File: config.mk
export PLATFORM = sky130hd
export DESIGN_NAME = dpbram_copy_ctrl
export DESIGN_NICKNAME = d
export VERILOG_FILES = /design/src/rtl/dpbram_copy_ctrl.sv
export SDC_FILE = /design/constraint.sdc
export NUM_CORES = 1
export LEC_CHECK = 0
export CELL_PAD_IN_SITES_DETAIL_PLACEMENT = 0
export CELL_PAD_IN_SITES_GLOBAL_PLACEMENT = 1
export CORE_MARGIN = 4
export CORE_UTILIZATION = 38
export DETAILED_ROUTE_END_ITERATION = 8
export PLACE_DENSITY = 0.94
export SLEW_MARGIN = 10
export SYNTH_ARGS = -nofsm -noshare
export SYNTH_HDL_FRONTEND = slang
export SYNTH_SLANG_ARGS = --single-unit
File: constraint.sdc
create_clock -name clk -period 4.9 [get_ports clk]
set_input_delay 1.225 -clock clk [delete_from_list [all_inputs] [get_ports clk]]
set_output_delay 1.225 -clock clk [all_outputs]
set_load 0.01 [all_outputs]
File: src/rtl/dpbram_copy_ctrl.sv
// +--------------------------------------------------------------------+
// | dpbram_copy_ctrl : one-word-per-cycle copy/fill sequencer for BRAM |
// | Rev 1.0                                                            |
// +--------------------------------------------------------------------+
`default_nettype none

module dpbram_copy_ctrl #(
   parameter int DWIDTH   = 32,
   parameter int AWIDTH   = 12,
   parameter int MEM_SIZE = 3840
) (
   input  logic              clk,
   input  logic              reset_i,
   input  logic              start_i,
   input  logic              mode_i,
   input  logic [AWIDTH-1:0] src_addr_i,
   input  logic [AWIDTH-1:0] dst_addr_i,
   input  logic [AWIDTH:0]   len_i,
   input  logic [DWIDTH-1:0] fill_data_i,
   output logic              busy_o,
   output logic              done_o,
   output logic              err_o,
   output logic [AWIDTH-1:0] addr0_o,
   output logic              ce0_o,
   output logic              we0_o,
   output logic [DWIDTH-1:0] d0_o,
   input  logic [DWIDTH-1:0] q0_i,
   output logic [AWIDTH-1:0] addr1_o,
   output logic              ce1_o,
   output logic              we1_o,
   output logic [DWIDTH-1:0] d1_o
);

   typedef enum logic [2:0] {
      S_IDLE  = 3'd0,
      S_CHECK = 3'd1,
      S_RUN   = 3'd2,
      S_DRAIN = 3'd3,
      S_DONE  = 3'd4
   } state_t;

   localparam logic [AWIDTH+1:0] MEM_LIM  = (AWIDTH+2)'(MEM_SIZE);
   localparam logic [AWIDTH:0]   LEN_ONE  = (AWIDTH+1)'(1);
   localparam logic [AWIDTH-1:0] ADDR_ONE = AWIDTH'(1);

   state_t              state_q;
   logic                mode_q;
   logic [AWIDTH-1:0]   src_q, dst_q;
   logic [AWIDTH:0]     len_q, k_q;
   logic [DWIDTH-1:0]   fill_q;
   logic                busy_q, done_q, err_q;
   logic                ce0_q, ce1_q, we1_q;
   logic [AWIDTH-1:0]   addr0_q, addr1_q;

   logic [AWIDTH+1:0]   src_x, dst_x, src_end, dst_end;
   logic                reject, last;
   logic [AWIDTH-1:0]   k_a, k_n;

   // Range checks are done two bits wider than the address so nothing wraps.
   assign src_x   = {2'b00, src_q};
   assign dst_x   = {2'b00, dst_q};
   assign src_end = src_x + {1'b0, len_q};
   assign dst_end = dst_x + {1'b0, len_q};
   assign reject  = (!mode_q && (src_end > MEM_LIM))
                  || (dst_end > MEM_LIM)
                  || (!mode_q && (src_x < dst_x) && (dst_x < src_end));

   assign last = (k_q == (len_q - LEN_ONE));
   assign k_a  = k_q[AWIDTH-1:0];
   assign k_n  = k_a + ADDR_ONE;

   always_ff @(posedge clk) begin
      if (reset_i) begin
         state_q <= S_IDLE;
         mode_q  <= 1'b0;
         src_q   <= '0;
         dst_q   <= '0;
         len_q   <= '0;
         k_q     <= '0;
         fill_q  <= '0;
         busy_q  <= 1'b0;
         done_q  <= 1'b0;
         err_q   <= 1'b0;
         ce0_q   <= 1'b0;
         ce1_q   <= 1'b0;
         we1_q   <= 1'b0;
         addr0_q <= '0;
         addr1_q <= '0;
      end else begin
         case (state_q)
            S_IDLE: begin
               done_q <= 1'b0;
               err_q  <= 1'b0;
               if (start_i) begin
                  mode_q  <= mode_i;
                  src_q   <= src_addr_i;
                  dst_q   <= dst_addr_i;
                  len_q   <= len_i;
                  fill_q  <= fill_data_i;
                  busy_q  <= 1'b1;
                  state_q <= S_CHECK;
               end
            end
            S_CHECK: begin
               if (reject || (len_q == '0)) begin
                  state_q <= S_DONE;
                  done_q  <= 1'b1;
                  err_q   <= reject;
               end else begin
                  state_q <= S_RUN;
                  k_q     <= '0;
                  if (mode_q) begin
                     ce1_q   <= 1'b1;
                     we1_q   <= 1'b1;
                     addr1_q <= dst_q;
                  end else begin
                     ce0_q   <= 1'b1;
                     addr0_q <= src_q;
                  end
               end
            end
            S_RUN: begin
               k_q <= k_q + LEN_ONE;
               if (mode_q) begin
                  if (last) begin
                     ce1_q   <= 1'b0;
                     we1_q   <= 1'b0;
                     addr1_q <= '0;
                     done_q  <= 1'b1;
                     state_q <= S_DONE;
                  end else begin
                     addr1_q <= dst_q + k_n;
                  end
               end else begin
                  // Write of word k trails its read by one cycle.
                  ce1_q   <= 1'b1;
                  we1_q   <= 1'b1;
                  addr1_q <= dst_q + k_a;
                  if (last) begin
                     ce0_q   <= 1'b0;
                     addr0_q <= '0;
                     state_q <= S_DRAIN;
                  end else begin
                     addr0_q <= src_q + k_n;
                  end
               end
            end
            S_DRAIN: begin
               ce1_q   <= 1'b0;
               we1_q   <= 1'b0;
               addr1_q <= '0;
               done_q  <= 1'b1;
               state_q <= S_DONE;
            end
            S_DONE: begin
               done_q  <= 1'b0;
               err_q   <= 1'b0;
               busy_q  <= 1'b0;
               state_q <= S_IDLE;
            end
            default: state_q <= S_IDLE;
         endcase
      end
   end

   assign busy_o  = busy_q;
   assign done_o  = done_q;
   assign err_o   = err_q;
   assign addr0_o = addr0_q;
   assign ce0_o   = ce0_q;
   assign we0_o   = 1'b0;
   assign d0_o    = '0;
   assign addr1_o = addr1_q;
   assign ce1_o   = ce1_q;
   assign we1_o   = we1_q;
   assign d1_o    = ce1_q ? (mode_q ? fill_q : q0_i) : '0;

endmodule

`default_nettype wire

; ---- Word-level counts from Yosys, hierarchy flattened
; Cells that the tools add are included.
[op_classes]
addsub = 8
n_reduce_logical = 25
magnitude_cmp = 4
mux = 37
n_eq_ne = 14
[op_table]
columns = operator, count
row1 = 2-to-1 mux 12 bit, 8
row2 = 2-to-1 mux 32 bit, 2
row3 = adder 12 bit, 3
row4 = one-hot mux 12 bit (3 select lines), 1
row5 = adder 12 x 13 -> 14 bit, 2
row6 = "> comparator 14 x 12 -> 1 bit, second input constant", 2
row7 = one-hot mux 13 bit (2 select lines), 1
row8 = one-hot mux 12 bit (2 select lines), 1
row9 = "inequality test 2 bit, second input constant", 8
row10 = 2-to-1 mux 3 bit, 5
row11 = < comparator 12 x 14 -> 1 bit, 1
row12 = "adder 13 x 1 -> 13 bit, second input constant", 1
row13 = equality test 13 bit, 1
row14 = zero test 13 bit, 1
row15 = 2-to-1 mux 13 bit, 1
row16 = "subtractor 13 x 1 -> 13 bit, second input constant", 1
row17 = "adder 12 x 1 -> 12 bit, second input constant", 1
row18 = < comparator 12 bit, 1
row19 = 2-to-1 mux 1 bit, 12
row20 = one-hot mux 3 bit (4 select lines), 1
row21 = AND reduction 4 bit, 3
row22 = AND reduction 2 bit, 5
row23 = "equality test 3 x 2 -> 1 bit, second input constant", 2
row24 = one-hot mux 1 bit (2 select lines), 3
row25 = other kinds (15), 21
[totals]
output_inout_bits = 95
reg_bits = 115
input_bits = 105
wordCells = 102

; ---- Depth between registers and ports, before layout
; Gate-level depths: netlist (run 1).
[depth]
depth_word = 8
mapped_depth = 16
mapped_depth_nobuf = 15

; ---- Worst setup path before layout (run 1)
; Ideal clock, no wire load.
[synth_path]
path_type = register -> register
startpoint = register len_q[0]
endpoint = register addr0_q[11] (netlist: addr0_o[11])
slack_ns = 1.152
path_stages_with_launch = 16
arrival_time_ns = 3.657
setup_ns = 0.091
t_required_ns = 4.809
synth_period_minus_slack_ns = 3.748
path_buffers = 1
cell_sequence = dfxtp_1 > ha_1 > fa_1 > a211oi_1 > o21ai_0 > a21oi_1 > xor2_1 > ha_1 > o2111a_1 > a221oi_1 > o21ai_0 > a221o_2 > nand3_2 > o21ai_4 > buf_6 > a311oi_1
[synth_via]
elab_chain_len = 8
elab_cells_between_ends = 18
cone_classes = 3 x add/sub / 3 x order compare / 2 x eq/ne / 3 x mux / 7 x reduce/logical
[synth_lines]
columns = element, line_no
row1 = from (decl), 49  ; logic [AWIDTH:0] len_q, k_q;
row2 = from (signal assigned), 98  ; len_q <= len_i;
row3 = adder 12 x 13 -> 14 bit, 62  ; assign src_end = src_x + {1'b0, len_q};
row4 = > comparator 14 x 12 -> 1 bit, 64  ; assign reject = (!mode_q && (src_end > MEM_LIM))
row5 = logical AND 1 bit, 64
row6 = logical OR 1 bit, 65  ; || (dst_end > MEM_LIM)
row7 = logical OR 1 bit, 66  ; || (!mode_q && (src_x < dst_x) && (dst_x < src_end));
row8 = logical OR 1 bit, 105  ; if (reject || (len_q == '0)) begin
row9 = inequality test 2 bit (no source line), --
row10 = AND reduction 4 bit (no source line), --
row11 = to (signal assigned), 118  ; addr0_q <= src_q;
row12 = to (signal assigned), 144  ; addr0_q <= src_q + k_n;
row13 = to (decl), 53  ; logic [AWIDTH-1:0] addr0_q, addr1_q;
; Parallel ways exist; a longest one is shown, timed or not. The select of a mux whose other input is x is not followed.
; A chain may end at the register's enable or synchronous reset.

; ---- Worst setup path after layout (run 1)
[layout_path]
startpoint = register len_q[0]
endpoint = register k_q[12]
[layout_via]
elab_chain_len = 8
elab_cells_between_ends = 13
cone_classes = 2 x add/sub / 3 x order compare / 1 x eq/ne / 7 x reduce/logical
[layout_lines]
columns = element, line_no
row1 = adder 12 x 13 -> 14 bit, 62
row2 = > comparator 14 x 12 -> 1 bit, 64
row3 = logical AND 1 bit, 64
row4 = logical OR 1 bit, 65
row5 = logical OR 1 bit, 66
row6 = logical OR 1 bit *, 105
row7 = inequality test 2 bit (no source line) *, --
row8 = AND reduction 2 bit (no source line) *, --
row9 = to (signal assigned), 123  ; k_q <= k_q + LEN_ONE;
row10 = to (decl), 49
; Every way passes the cells marked *; elsewhere a longest branch is shown, timed or not.

==> summary.md, run 1 <==
| Metric | Value |
|---|---|
| Outcome | finished, final reports clean |
| Signal arrival time at the worst endpoint | 4.69 ns |
| Pre-CTS worst setup slack | 0.6265 ns |
| P_leak | 0.004593 uW |
| Residual DRC | 0 |
| Proportion of synthesized chip area in sequential cells | 0.2493 |
| Mean post-synth cell area | 7.866 um^2 |
| Final-report max-slew violation count | 0 |
| Sort of element at the start of the critical path | flop |
| Yosys warnings | 0 |
| Worst path buffer plus inverter count | 0 |
| Count of final setup violators | 0 |
| Final clock period utilization by the worst path | 0.8891 |
| Number of buffers inserted by hold repair at cts | 0 |
| Layout-stage area growth over the synthesis result | 24.47% |
| Number of resized instances in the post-cts repair step | 0 |
| Setup repair after global routing missed its margin | no |
| CTS tree | done |
| Critical path required time | 5.23 ns |
| Post-route clock skew | 0.009554 ns |
| RePlAce Congestion | 0.9330 |
| Cell type group with the largest total delay on the critical path | compound AO/OA/AOI/OAI gates |
| Leading register cell type out of synthesis | dfxtp_1 |
| Drt pass-1 iters | 5 |
| Slew at the pin closest to its max-slew limit | 1.087 ns |
| Setup TNS Final | 0 ns |
| Highest-count cells in the layout ignoring fill and taps | nand2_1 (170), clkdlybuf4s50_1 (165), a21oi_1 (136) |
| Class of the most critical setup path | flop to flop |
| Yosys cell types | 83 |
| Worst flop-to-flop path endpoint | k_q[12]$_SDFFE_PP0P_ |
| Number of storage elements in the synthesis netlist | 115 |
| Ys async rst share | 0 |
| Final non-filler cell total | 1,639 |
| Type of the worst min-delay path | flop to flop |
| Iteration-0 DRC count of the detailed router | 629 |
| Initial core utilization | 0.3900 |
| Timing-limited maximum frequency | 229.5 MHz |
| Number of instances in the placed design | 1,607 |
| Vias in the first global route | 8,562 |
| CTS Root Buffer Type | clkbuf_16 |
| Leading cell type in the layout, fill and taps excluded | nand2_1 |
| Clock buffers created by TritonCTS | 17 |
| Insertion delay of the later-clocked pin in the worst-skew pair | 0.43 ns |
| Via density per instance | 5.514 |
| Worst-case headroom to the max-slew limit | 0.2752 |
| Startpoint of the most critical register-to-register path | len_q[0]$_SDFFE_PP0P_ |
| Area of the die | 26,860 um^2 |
| Placeable core region | 23,680 um^2 |
| Count of max-cap constraint violations | 0 |
| Num ports | 200 |
| Count of cells along the worst hold path | 2 |
| Critical Path, Cell by Cell | ha_1 > fa_1 > a211oi_1 > o21ai_0 > o21ai_0 > ha_1 > a21o_1 > a211oi_1 > o21ai_0 > a221oi_1 > o21ai_0 > a221o_2 > nand3_2 > o21ai_4 > a311oi_1 |
| Number of nets in the final layout | 1,499 |
| Largest net degree at the start of global routing | 67 |
| Residual overflow from global routing | 0 |
| Htree depth | 4 |
| Vias after detailed routing | 9,037 |
| Die outline width | 163.9 um |
| Peak supply drop | 0.2221 mV |
| Largest fanout of any net on the critical path | 17 |
| WL per Instance | 17.79 um |
| Global-route usage over all layers | 0.2099 |
| Hold Violations, Final | 0 |
| Number of flops mapped to enable cells by yosys | 0 |
| Worst-path clk slew | 0.06 ns |
| Dominant cell type by count on the critical path | o21ai_0 |
| Element type at the critical path end | flop |
| Max clock buf depth | 2 |
| Worst setup slack for register-to-register paths | 0.54 ns |
| Global-route wire length before repair | 44.84 mm |
| Worst R2R Path Depth | 15 |
| Power density relative to cell area | 380.0 nW/um^2 |
| HPWL reported at the end of detailed placement | 22.28 mm |
| Min-Delay Endpoint | fill_q[30]$_SDFFE_PP0P_ |
| CTS Sinks | 115 |
| Number of antenna diodes | 0 |
| Setup repair bufs after CTS | 0 |
| Row cnt | 56 |
| Slowest stage cell on the critical path | a211oi_1 |
| Hold path startpoint | fill_q[30]$_SDFFE_PP0P_ |
| Final critical path time including I/O delays and setup | 4.356 ns |
| Synth Instances | 1,174 |
| Routed WL | 29.16 mm |
| Post-layout worst setup margin | 0.5436 ns |
| Antenna violations before repair | 0 |
| Residual antenna-violating net count after detailed routing | 0 |
| Port bufs | 166 |
| Proportion of layout cells with a drive suffix above 1 | 0.06061 |
| Mapped Area | 9235 um^2 |
| Die span in y | 163.9 um |
| Maximum single-stage delay on the critical path | 0.46 ns |
per-stage QoR:
stage | util | instance area [um^2] | hold slack (ns) | total power, uW
after global placement | 0.4612 | 10920 | 0.4425 | 3110
after floorplan | - | 9355 | 0.4360 | 2511
after global routing | 0.4854 | 11490 | 0.4713 | 4633
after detailed placement | 0.4612 | 10920 | 0.4479 | 3143
final | 0.4854 | 11490 | 0.4559 | 4368
after CTS | 0.4854 | 11490 | 0.4577 | 4377
synth_stat cells (all sizes together), types with 5 or more instances:
| cell type | instances | area (um^2) |
|---|---|---|
| xor2 | 27 | 236.5 |
| and2 | 6 | 38.79 |
| clkbuf | 55 | 306.5 |
| a21oi | 137 | 689.4 |
| nand4 | 10 | 62.56 |
| xnor2 | 40 | 350.3 |
| o211ai | 12 | 90.09 |
| o21bai | 5 | 37.54 |
| fa | 5 | 100.1 |
| ha | 82 | 1026 |
| inv | 38 | 142.6 |
| nand3 | 32 | 165.2 |
| nor2b | 39 | 244.0 |
| or2 | 5 | 31.28 |
| o21ai | 38 | 201.4 |
| a211oi | 25 | 192.7 |
| nor3 | 33 | 165.2 |
| a31oi | 11 | 68.82 |
| o22ai | 5 | 31.28 |
| and3 | 17 | 112.6 |
| nand2 | 171 | 644.4 |
| a21o | 16 | 120.1 |
| o21a | 16 | 120.1 |
| a222oi | 5 | 50.05 |
| nor2 | 53 | 198.9 |
| dfxtp | 115 | 2302 |
| nor4 | 7 | 50.05 |
| mux2i | 34 | 340.3 |
| a311oi | 14 | 140.1 |
| a211o | 5 | 43.79 |
| or3 | 5 | 31.28 |
| nand2b | 6 | 37.54 |
| buf | 46 | 332.8 |
area by class of cell:
cell class	count	area, um^2
fillers	2364	12190
multi-input cells	952	6277
flip-flops and latches	115	2303
repair buffers	183	1799
clock buffers	17	425.4
well taps	319	399.1
clock inverters	15	147.6
inverters	38	142.6
state kept, by name (all words and copies together), names as in the netlist, 3 cells and up:
register	count
src_q	12
addr0_o	12
addr1_o	12
dst_q	12
fill_q	32
k_q	13
len_q	13
state_q	3
worst max-delay path by stage:
| stage | from | endpoint | slack [ns] | depth (start not counted) |
|---|---|---|---|---|
| floorplan | len_q[0]$_SDFFE_PP0P_ | addr0_o[11]$_SDFFE_PP0P_ | 1.15 | 15 |
| global route | len_q[0]$_SDFFE_PP0P_ | addr0_o[0]$_SDFFE_PP0P_ | 0.19 | 15 |
| CTS | len_q[0]$_SDFFE_PP0P_ | k_q[12]$_SDFFE_PP0P_ | 0.60 | 15 |
| finish | len_q[0]$_SDFFE_PP0P_ | k_q[12]$_SDFFE_PP0P_ | 0.54 | 15 |
| detailed placement | len_q[0]$_SDFFE_PP0P_ | addr0_o[6]$_SDFFE_PP0P_ | 0.63 | 15 |
| global placement | len_q[0]$_SDFFE_PP0P_ | k_q[5]$_SDFFE_PP0P_ | 0.74 | 15 |
power breakdown:
| part | internal (uW) | total (uW) | switching [uW] |
|---|---|---|---|
| Sequential | 1100 | 1330 | 233 |
| Combinational | 818 | 1810 | 991 |
| Clock | 711 | 1230 | 520 |
per-layer routing:
metal  share of wire  GRT usage  wire length [um]
met1            0.42     0.2617             12200
met2            0.46     0.3450             13510
met3           0.077    0.05194              2246
met4           0.041    0.08997              1199
met5               0          0                 0
cells by family (layout without fill, tap and decap cells):
kind of cell | Yosys count | count (layout) | share of synthesized area
AND/OR/NAND/NOR | 402 | 402 | 0.2100
AO/OA/AOI/OAI | 327 | 327 | 0.2309
buffers and inverters | 139 | 253 | 0.08468
flip-flops | 115 | 115 | 0.2493
adder cells (fa/ha/maj) | 87 | 87 | 0.1219
XOR/XNOR | 67 | 67 | 0.06354
multiplexers | 36 | 36 | 0.03929
other | 1 | 33 | 0.0004061
worst register-to-register path, delay by kind of cell, from the launching register on:
family          cells  cell delay (ns)
compound gates     11             2.72
flops               1             0.38
simple gates        1             0.22
fa+ha+maj           3             0.97
(Power assumes the default switching activity.)
==> inputs of run 2 (changes only) <==
GPL_TIMING_DRIVEN = 1   (was unset)
==> results of run 2 <==
Same layout as run 1: the final DEF is identical, and so are final timing and power.
